### config.mk
export PLATFORM = sky130hd
export DESIGN_NAME = mcs40_clk_gen_multi
export DESIGN_NICKNAME = d
export VERILOG_FILES = /design/src/rtl/mcs40_clk_gen_multi.sv
export SDC_FILE = /design/constraint.sdc
export NUM_CORES = 1
export LEC_CHECK = 0
export BUFFER_PORTS_ARGS = -buffer_cell sky130_fd_sc_hd__buf_4
export CORE_UTILIZATION = 55
export CTS_CLUSTER_DIAMETER = 120
export DETAILED_ROUTE_END_ITERATION = 12
export HOLD_SLACK_MARGIN = 0.05
export PLACE_DENSITY_LB_ADDON = 0.15
export SLEW_MARGIN = 20
export SYNTH_ARGS = -nofsm -noshare
export SYNTH_HDL_FRONTEND = slang
export SYNTH_SLANG_ARGS = --single-unit
### constraint.sdc
create_clock -name clk_i -period 2.28 [get_ports clk_i]
set_input_delay 0.114 -clock clk_i [delete_from_list [all_inputs] [get_ports clk_i]]
set_output_delay 0.114 -clock clk_i [all_outputs]
set_load 0.05 [all_outputs]
### src/rtl/mcs40_clk_gen_multi.sv
// MCS-40 two-phase clock generator with programmable period/windows, run/stop control and subcycle counter.
// Optional single-step input step_i is enabled by defining MCS40_CLK_SINGLESTEP_EN.
module mcs40_clk_gen_multi #(
    parameter int PERIOD     = 7,
    parameter int CNT_W      = 8,
    parameter int PHI1_START = 0,
    parameter int PHI1_WIDTH = 2,
    parameter int PHI2_START = 4,
    parameter int PHI2_WIDTH = 2
) (
    input  logic       clk_i,
    input  logic       rst_n_i,
    input  logic       run_i,
`ifdef MCS40_CLK_SINGLESTEP_EN
    input  logic       step_i,
`endif
    output logic       PHI1_o,
    output logic       PHI2_o,
    output logic       SYNC_o,
    output logic       running_o,
    output logic       tick_o,
    output logic [2:0] subcycle_o
);

    if (PERIOD < 4 || PERIOD > 255) begin : g_err_period
        $error("mcs40_clk_gen_multi: PERIOD must be in 4..255");
    end
    if (CNT_W < 1 || CNT_W > 30 || (1 << CNT_W) < PERIOD) begin : g_err_cnt_w
        $error("mcs40_clk_gen_multi: CNT_W too narrow for PERIOD");
    end
    if (PHI1_WIDTH < 1 || PHI1_START < 0 || PHI1_START + PHI1_WIDTH > PERIOD) begin : g_err_phi1
        $error("mcs40_clk_gen_multi: PHI1 window out of range");
    end
    if (PHI2_WIDTH < 1 || PHI2_START < 0 || PHI2_START + PHI2_WIDTH > PERIOD) begin : g_err_phi2
        $error("mcs40_clk_gen_multi: PHI2 window out of range");
    end
    if (PHI1_START < PHI2_START + PHI2_WIDTH && PHI2_START < PHI1_START + PHI1_WIDTH) begin : g_err_overlap
        $error("mcs40_clk_gen_multi: PHI1 and PHI2 windows overlap");
    end

    typedef enum logic [1:0] {
        ST_IDLE = 2'd0,
        ST_RUN  = 2'd1,
        ST_STOP = 2'd2
    } state_t;

    localparam logic [CNT_W-1:0] CNT_LAST = CNT_W'(PERIOD - 1);
    localparam logic [CNT_W:0]   P1_LO    = (CNT_W + 1)'(PHI1_START);
    localparam logic [CNT_W:0]   P1_W     = (CNT_W + 1)'(PHI1_WIDTH);
    localparam logic [CNT_W:0]   P2_LO    = (CNT_W + 1)'(PHI2_START);
    localparam logic [CNT_W:0]   P2_W     = (CNT_W + 1)'(PHI2_WIDTH);

    // Window test via unsigned offset: counts below the start wrap to a large value and fail the compare.
    function automatic logic in_window(input logic [CNT_W-1:0] c,
                                       input logic [CNT_W:0]   lo,
                                       input logic [CNT_W:0]   w);
        logic [CNT_W:0] off;
        off = {1'b0, c} - lo;
        return off < w;
    endfunction

    state_t           state_p0;
    state_t           state_nxt;
    logic [CNT_W-1:0] cnt_p0;
    logic [CNT_W-1:0] cnt_nxt;
    logic             step_req;
    logic             wrap;
    logic             active;

`ifdef MCS40_CLK_SINGLESTEP_EN
    assign step_req = step_i;
`else
    assign step_req = 1'b0;
`endif

    assign wrap   = (cnt_p0 == CNT_LAST);
    assign active = (state_p0 != ST_IDLE);

    always_comb begin
        state_nxt = state_p0;
        cnt_nxt   = cnt_p0;
        case (state_p0)
            ST_IDLE: begin
                cnt_nxt = '0;
                if (run_i) begin
                    state_nxt = ST_RUN;
                end else if (step_req) begin
                    state_nxt = ST_STOP;
                end
            end
            ST_RUN: begin
                cnt_nxt = wrap ? '0 : cnt_p0 + 1'b1;
                if (!run_i) begin
                    state_nxt = ST_STOP;
                end
            end
            ST_STOP: begin
                cnt_nxt = wrap ? '0 : cnt_p0 + 1'b1;
                if (run_i) begin
                    state_nxt = ST_RUN;
                end else if (wrap) begin
                    state_nxt = ST_IDLE;
                end
            end
            default: begin
                state_nxt = ST_IDLE;
                cnt_nxt   = '0;
            end
        endcase
    end

    // Stage p0 -> outputs: every output is a registered function of the current cnt/state.
    always_ff @(posedge clk_i) begin
        if (!rst_n_i) begin
            state_p0   <= ST_IDLE;
            cnt_p0     <= '0;
            PHI1_o     <= 1'b1;
            PHI2_o     <= 1'b1;
            SYNC_o     <= 1'b1;
            running_o  <= 1'b0;
            tick_o     <= 1'b0;
            subcycle_o <= 3'd0;
        end else begin
            state_p0  <= state_nxt;
            cnt_p0    <= cnt_nxt;
            PHI1_o    <= !(active && in_window(cnt_p0, P1_LO, P1_W));
            PHI2_o    <= !(active && in_window(cnt_p0, P2_LO, P2_W));
            SYNC_o    <= !(active && subcycle_o == 3'd7);
            running_o <= active;
            tick_o    <= active && wrap;
            if (active && wrap) begin
                subcycle_o <= subcycle_o + 3'd1;
            end
        end
    end

endmodule

### Word level (Yosys, flattened, before mapping)

Cells that the tools add are included.

| operators by class | value |
|---|---|
| magnitude comparators | 2 |
| $add $sub $neg | 3 |
| mux-type cells | 5 |
| eq/ne operators | 7 |
| bitwise gates (word level) | 2 |
| reduce and logical (&&, ||, !) cells | 12 |

Operator list:

| cell | number |
|---|---|
| $lt 9x2->1 const B | 1 |
| $sub 8x3->9 const B | 1 |
| $add 8x1->8 const B | 1 |
| $eq 8x3->1 const B | 1 |
| $lt 8x2->1 const B | 1 |
| $mux 2 | 4 |
| $pmux 2 s3 | 1 |
| $logic_and 1x1->1 | 4 |
| $ne 2x2->1 const B | 2 |
| $add 3x1->3 const B | 1 |
| $eq 3x3->1 const B | 1 |
| $logic_not 1->1 | 3 |
| $ne 3x3->1 const B | 1 |
| $reduce_and 3->1 | 1 |
| $reduce_or 3->1 | 1 |
| $eq 2x1->1 const B | 1 |
| $eq 2x2->1 const B | 1 |
| $logic_not 2->1 | 1 |
| $not 1->1 | 2 |
| $reduce_bool 2->1 | 1 |
| $reduce_or 2->1 | 1 |

| storage, ports and cells | value |
|---|---|
| input bits | 3 |
| logic and storage cells | 39 |
| output and inout port bits | 8 |
| register bits | 18 |

### Longest topological paths before layout

| logic depth | value |
|---|---|
| word-level depth | 4 |
| mapped depth | 5 |
| mapped depth without buffers | 5 |

### Least setup slack after synthesis

Ideal clock, no wire load.

| timing path | value |
|---|---|
| kind | register to register |
| from | reg state_p0[0] |
| to | reg state_p0[1] |
| cell stages (with the launch flop) | 6 |
| arrival | 1561 ps |
| setup time | 64 ps |
| setup slack | 655 ps |
| buffers on the path | 0 |
| clock period less this slack | 1625 ps |
| cells stage by stage | dfxtp_1 -> inv_1 -> ha_1 -> mux2_2 -> or4_1 -> nand4_1 |

| between the ends | value |
|---|---|
| cells in the longest elaborated chain, start to end | 3 |
| elaborated cells between the ends (all ways) | 8 |

Ends and longest elaborated chain:

| item | RTL line | source |
|---|---|---|
| from (decl) | 62 | `state_t state_p0;` |
| from (signal assigned) | 124 | `state_p0 <= state_nxt;` |
| $eq 2x2->1 (tied with other cells) | 82 | `case (state_p0)` |
| $ne 3x3->1 (no source line) / $ne 2x2->1 (equally long branches) | -- |  |
| $reduce_and 3->1 (no source line) | -- |  |

Parallel ways exist; a longest one is shown, timed or not.
A chain may end at the register's enable or synchronous reset.

### Worst setup path after layout

| timing path | value |
|---|---|
| from | reg state_p0[1] |
| to | reg state_p0[1] |

The elaborated chain is that of the path after synthesis.

==> results.md <==
- Hold repair after CTS inserted 0 buffers.
- The root buffer selected by CTS is sky130_fd_sc_hd__clkbuf_4.
- Entering global routing, the biggest net connects 13 pins.
- Global routing used 21.1% of the available tracks.
- The detailed router put a total of 773 um of wire on met1.
- The post-synth design cell area is 898 sq um.
- The switching part of the total is 26.1%.
- The nature of the critical path startpoint is a register.
- The final hold violation count is 0.
- The dominant register cell in the synthesized netlist is sky130_fd_sc_hd__dfxtp_1.
- Measured against its own limit, the worst slew margin works out to 54.4%.
- At the worst endpoint, the required time is 2.52 ns.
- The via count of the first global-routing pass came to 628.
- The synthesized design spends more area on one cell type than any other, namely sky130_fd_sc_hd__dfxtp_1.
- After the first detailed-routing iteration, the DRC count stood at 8.
- The count of unique library cells instantiated by Yosys is 25.
- Dividing the final minimum period by the clock period gives 76.8%.
- The mean routed wirelength per cell is 13.0 um.
- The class of the most critical hold timing path is primary input to register.
- For the finished layout, the period the worst path requires is 1.75 ns.
- TritonCTS built the clock tree.
- The synthesized netlist net count is 113.
- The non-filler instance count after layout is 125.
- Dividing the detail-routed via count by the number of cells gives 5.51.
- The slack of the worst reg-to-reg path is 0.53 ns.
- In this run the number of H-tree levels came out at 1.
- The final count of pins violating max slew came to 0.
- For the pin with the worst max-slew slack, the measured transition is 0.681 ns.
- Summed over all nets, wire length on met2 after detailed routing comes to 751 um.
- The synthesized area divided by synthesized cell count is 9.26 sq um.
- The Yosys warning count is 0.
- By area the synthesized netlist is led by sky130_fd_sc_hd__dfxtp_1, sky130_fd_sc_hd__ha_1, sky130_fd_sc_hd__nand2_1, sky130_fd_sc_hd__xnor2_1, sky130_fd_sc_hd__mux2i_1.
- The critical path in this run is classified as register to register.
- The detailed router placed 689 vias in this run.
- Setup slack closes at 0.529 ns.
- The synthesized netlist devotes 6.41% of its cell area to compound gates.
- In this run the core area contains 14 standard-cell rows.
- The area added between synthesis and finish is 13.6%.
- Along the worst path, the maximum fanout reaches 5.
- Synthesis produced 97 cells.
- The accumulated negative setup slack is 0 ns.
- The highest achievable clock rate is 0.571 GHz.
- For this design the top-level I/O count stands at 11.
- The sort of element at the end of the critical path is a register.
- The number of nets in the layout is 126.
- The layout filler cell count is 139.
- The remaining antenna violation count is 0.
- In this run, synthesis inferred 0 flip-flops with an integrated enable.
- The fraction of power consumed by sequential logic is 55.0%.
- The arrival time reported for the critical path endpoint is 1.99 ns.
- After detailed placement, the design holds a cell count of 121.
- The number of antenna violations at the first check in global routing is 0.
- The clock-pin slew of the registers on the worst-case setup and hold paths is 0.10 ns.
- The wire length on met3 is 59 um.
- The final number of setup-violating endpoints is 0.
- The internal power consumption is 0.000454 W.
- For this design the total switching power over the nets is 0.000161 W.
- In this run the power density over the cells is 602 nW/um^2.
- The number of buffers created by CTS is 3.
- The post-route clock skew is 0.00507 ns.
- The final hold slack is 0.105 ns.
- After synthesis, the most frequently instantiated cells are sky130_fd_sc_hd__dfxtp_1, sky130_fd_sc_hd__ha_1, sky130_fd_sc_hd__nand2_1.
- The synthesized netlist devotes 21.6% of its cell area to simple gates.
- Sequential cells were found to cover 40.1% of the synthesized design area.
- The quantity of gates resized following cts is 0.
- The max-capacitance violation count is 0.
- The total overflow left after global routing is 0.
- The wire length of the first global-routing pass is 2.79 mm.
- The synthesized design contains 18 register bits.
- Counting every sink on the clock net gives 18.
- VDD sags by at most 377 uV.
- The effective utilization at floorplan is 58.9%.
- The run finished with clean final reports.
- The clock tree buffer depth is 2.
- Of the total synthesized cell area, the portion taken by XOR and XNOR cells is 4.87%.
- The most common cell in the netlist is sky130_fd_sc_hd__dfxtp_1.
- The final HPWL from detailed placement is 1.15 mm.
- The core area is 1520 sq um.
- In the synthesized netlist the async set-or-reset flop fraction comes to 0%.
- The repair_antennas step left the layout with diodes totalling 0.
- The first TritonRoute pass finished after 2 iterations.
- After synthesis, the largest area contributor takes up 40.1% of total cell area.
- The multiplexer share of the synthesized area is 4.60%.
- The residual DRC count is 0.
- In this run the static leakage power is 0.417 nW.
- Wires add up to 1.63 mm.
- The overall die height is 42.4 um.
- Setup repair after global routing left no endpoint under its margin.
- The largest family of logic cells by synthesized area is simple AND/OR/NAND/NOR gates.
- The number of buffers added on ports is 10.
- From left edge to right edge, the die measures 42.4 um.
- The floorplan die area is 1800 sq um.
- The post-placement setup slack is 0.570 ns.
- The uppermost metal layer occupied by signal nets is met4.
- The logic gate share of total power is 14.0%.
- The routability congestion estimate from global placement is 0.869.
- At the later pin of the worst-skew pair, clock insertion delay measures 0.29 ns.
- Once the clock tree was built, the setup fixing pass inserted 0 buffers.
- The overall power of the completed layout is 0.000615 W.
- The adder and majority gate portion of the synthesized area is 18.1%.
- Cells with a size suffix above 1 make up 14.7% of the layout.
- Of the total power, the clock network draws 31.0%.
-- cell type report --
class | instances | area, sq um | area share, %
clock buffer | 4 | 36.3 | 3.55
inverter | 8 | 30.0 | 2.94
multi-input combinational | 69 | 499 | 48.9
sequential | 18 | 360 | 35.3
tap | 16 | 20.0 | 1.96
timing repair buffer | 10 | 75.1 | 7.35
-- placed cells by master, fill, tap and decap left out --
cell type,n
sky130_fd_sc_hd__nand3_1,4
sky130_fd_sc_hd__nand2b_1,2
sky130_fd_sc_hd__nand3b_1,1
sky130_fd_sc_hd__inv_1,8
sky130_fd_sc_hd__or3_1,4
sky130_fd_sc_hd__nand4_1,4
sky130_fd_sc_hd__clkbuf_8,1
sky130_fd_sc_hd__a21oi_1,2
sky130_fd_sc_hd__nor3_1,1
sky130_fd_sc_hd__dfxtp_1,18
sky130_fd_sc_hd__o21ai_0,2
sky130_fd_sc_hd__mux2i_1,3
sky130_fd_sc_hd__buf_4,10
sky130_fd_sc_hd__ha_1,13
sky130_fd_sc_hd__o211ai_1,3
sky130_fd_sc_hd__nor3_2,1
sky130_fd_sc_hd__or4_1,2
sky130_fd_sc_hd__o2111ai_1,1
sky130_fd_sc_hd__nor2b_1,1
sky130_fd_sc_hd__xor2_1,1
sky130_fd_sc_hd__nand2_1,10
sky130_fd_sc_hd__xnor2_1,4
sky130_fd_sc_hd__a31oi_1,1
sky130_fd_sc_hd__mux2_2,1
sky130_fd_sc_hd__clkbuf_4,3
sky130_fd_sc_hd__nor2_1,8
-- logic make-up (layout without fill, tap and decap cells) --
group,after synthesis,in the layout
simple gates,38,38
xor+xnor,5,5
buf+inv,10,22
compound gates,9,9
mux,4,4
flops,18,18
fa+ha+maj,13,13
-- through the flow --
step                cell area (sq um)  util (%)
finish                           1020      67.0
global route                     1020      67.0
CTS                              1020      67.0
detailed placement                985      64.6
global placement                  985      64.6
floorplan                         898         -
-- metal layers --
layer | up-vias | GRT usage (%)
li1 | 356 | -
met1 | 314 | 26.6
met2 | 13 | 33.5
met3 | 6 | 4.31
met4 | 0 | 11.9
met5 | - | 0
-- flip-flops by register name (all words and copies together) (netlist names) --
signal / count
tick_o: 1
cnt_p0: 8
running_o: 1
PHI1_o: 1
subcycle_o: 3
PHI2_o: 1
state_p0: 2
SYNC_o: 1
-- path summary, 6_finish.rpt --
| path | start | endpoint | depth (start not counted) |
|---|---|---|---|
| worst max-delay path | state_p0[1] | state_p0[1] | 5 |
| worst min register to register | subcycle_o[1] | subcycle_o[1] | 2 |
| worst max register to register | state_p0[1] | state_p0[1] | 5 |
| worst min-delay path | rst_n_i | state_p0[0] | 3 |
-- power by group through the flow --
stage	sequential, W	combinational, W	clock (W)
finish	0.000338	0.0000860	0.000191
global route	0.000341	0.0000931	0.000208
CTS	0.000338	0.0000865	0.000194
detailed placement	0.000346	0.0000826	0
global placement	0.000345	0.0000821	0
floorplan	0.000359	0.0000465	0
-- worst max-delay path: stages, from the launching register on --
cell and delay [ns]:
sky130_fd_sc_hd__dfxtp_1 0.43, sky130_fd_sc_hd__inv_1 0.11, sky130_fd_sc_hd__ha_1 0.24, sky130_fd_sc_hd__mux2_2 0.31, sky130_fd_sc_hd__or4_1 0.52, sky130_fd_sc_hd__nand4_1 0.09
Note: power is estimated with default switching activity, not from simulation.
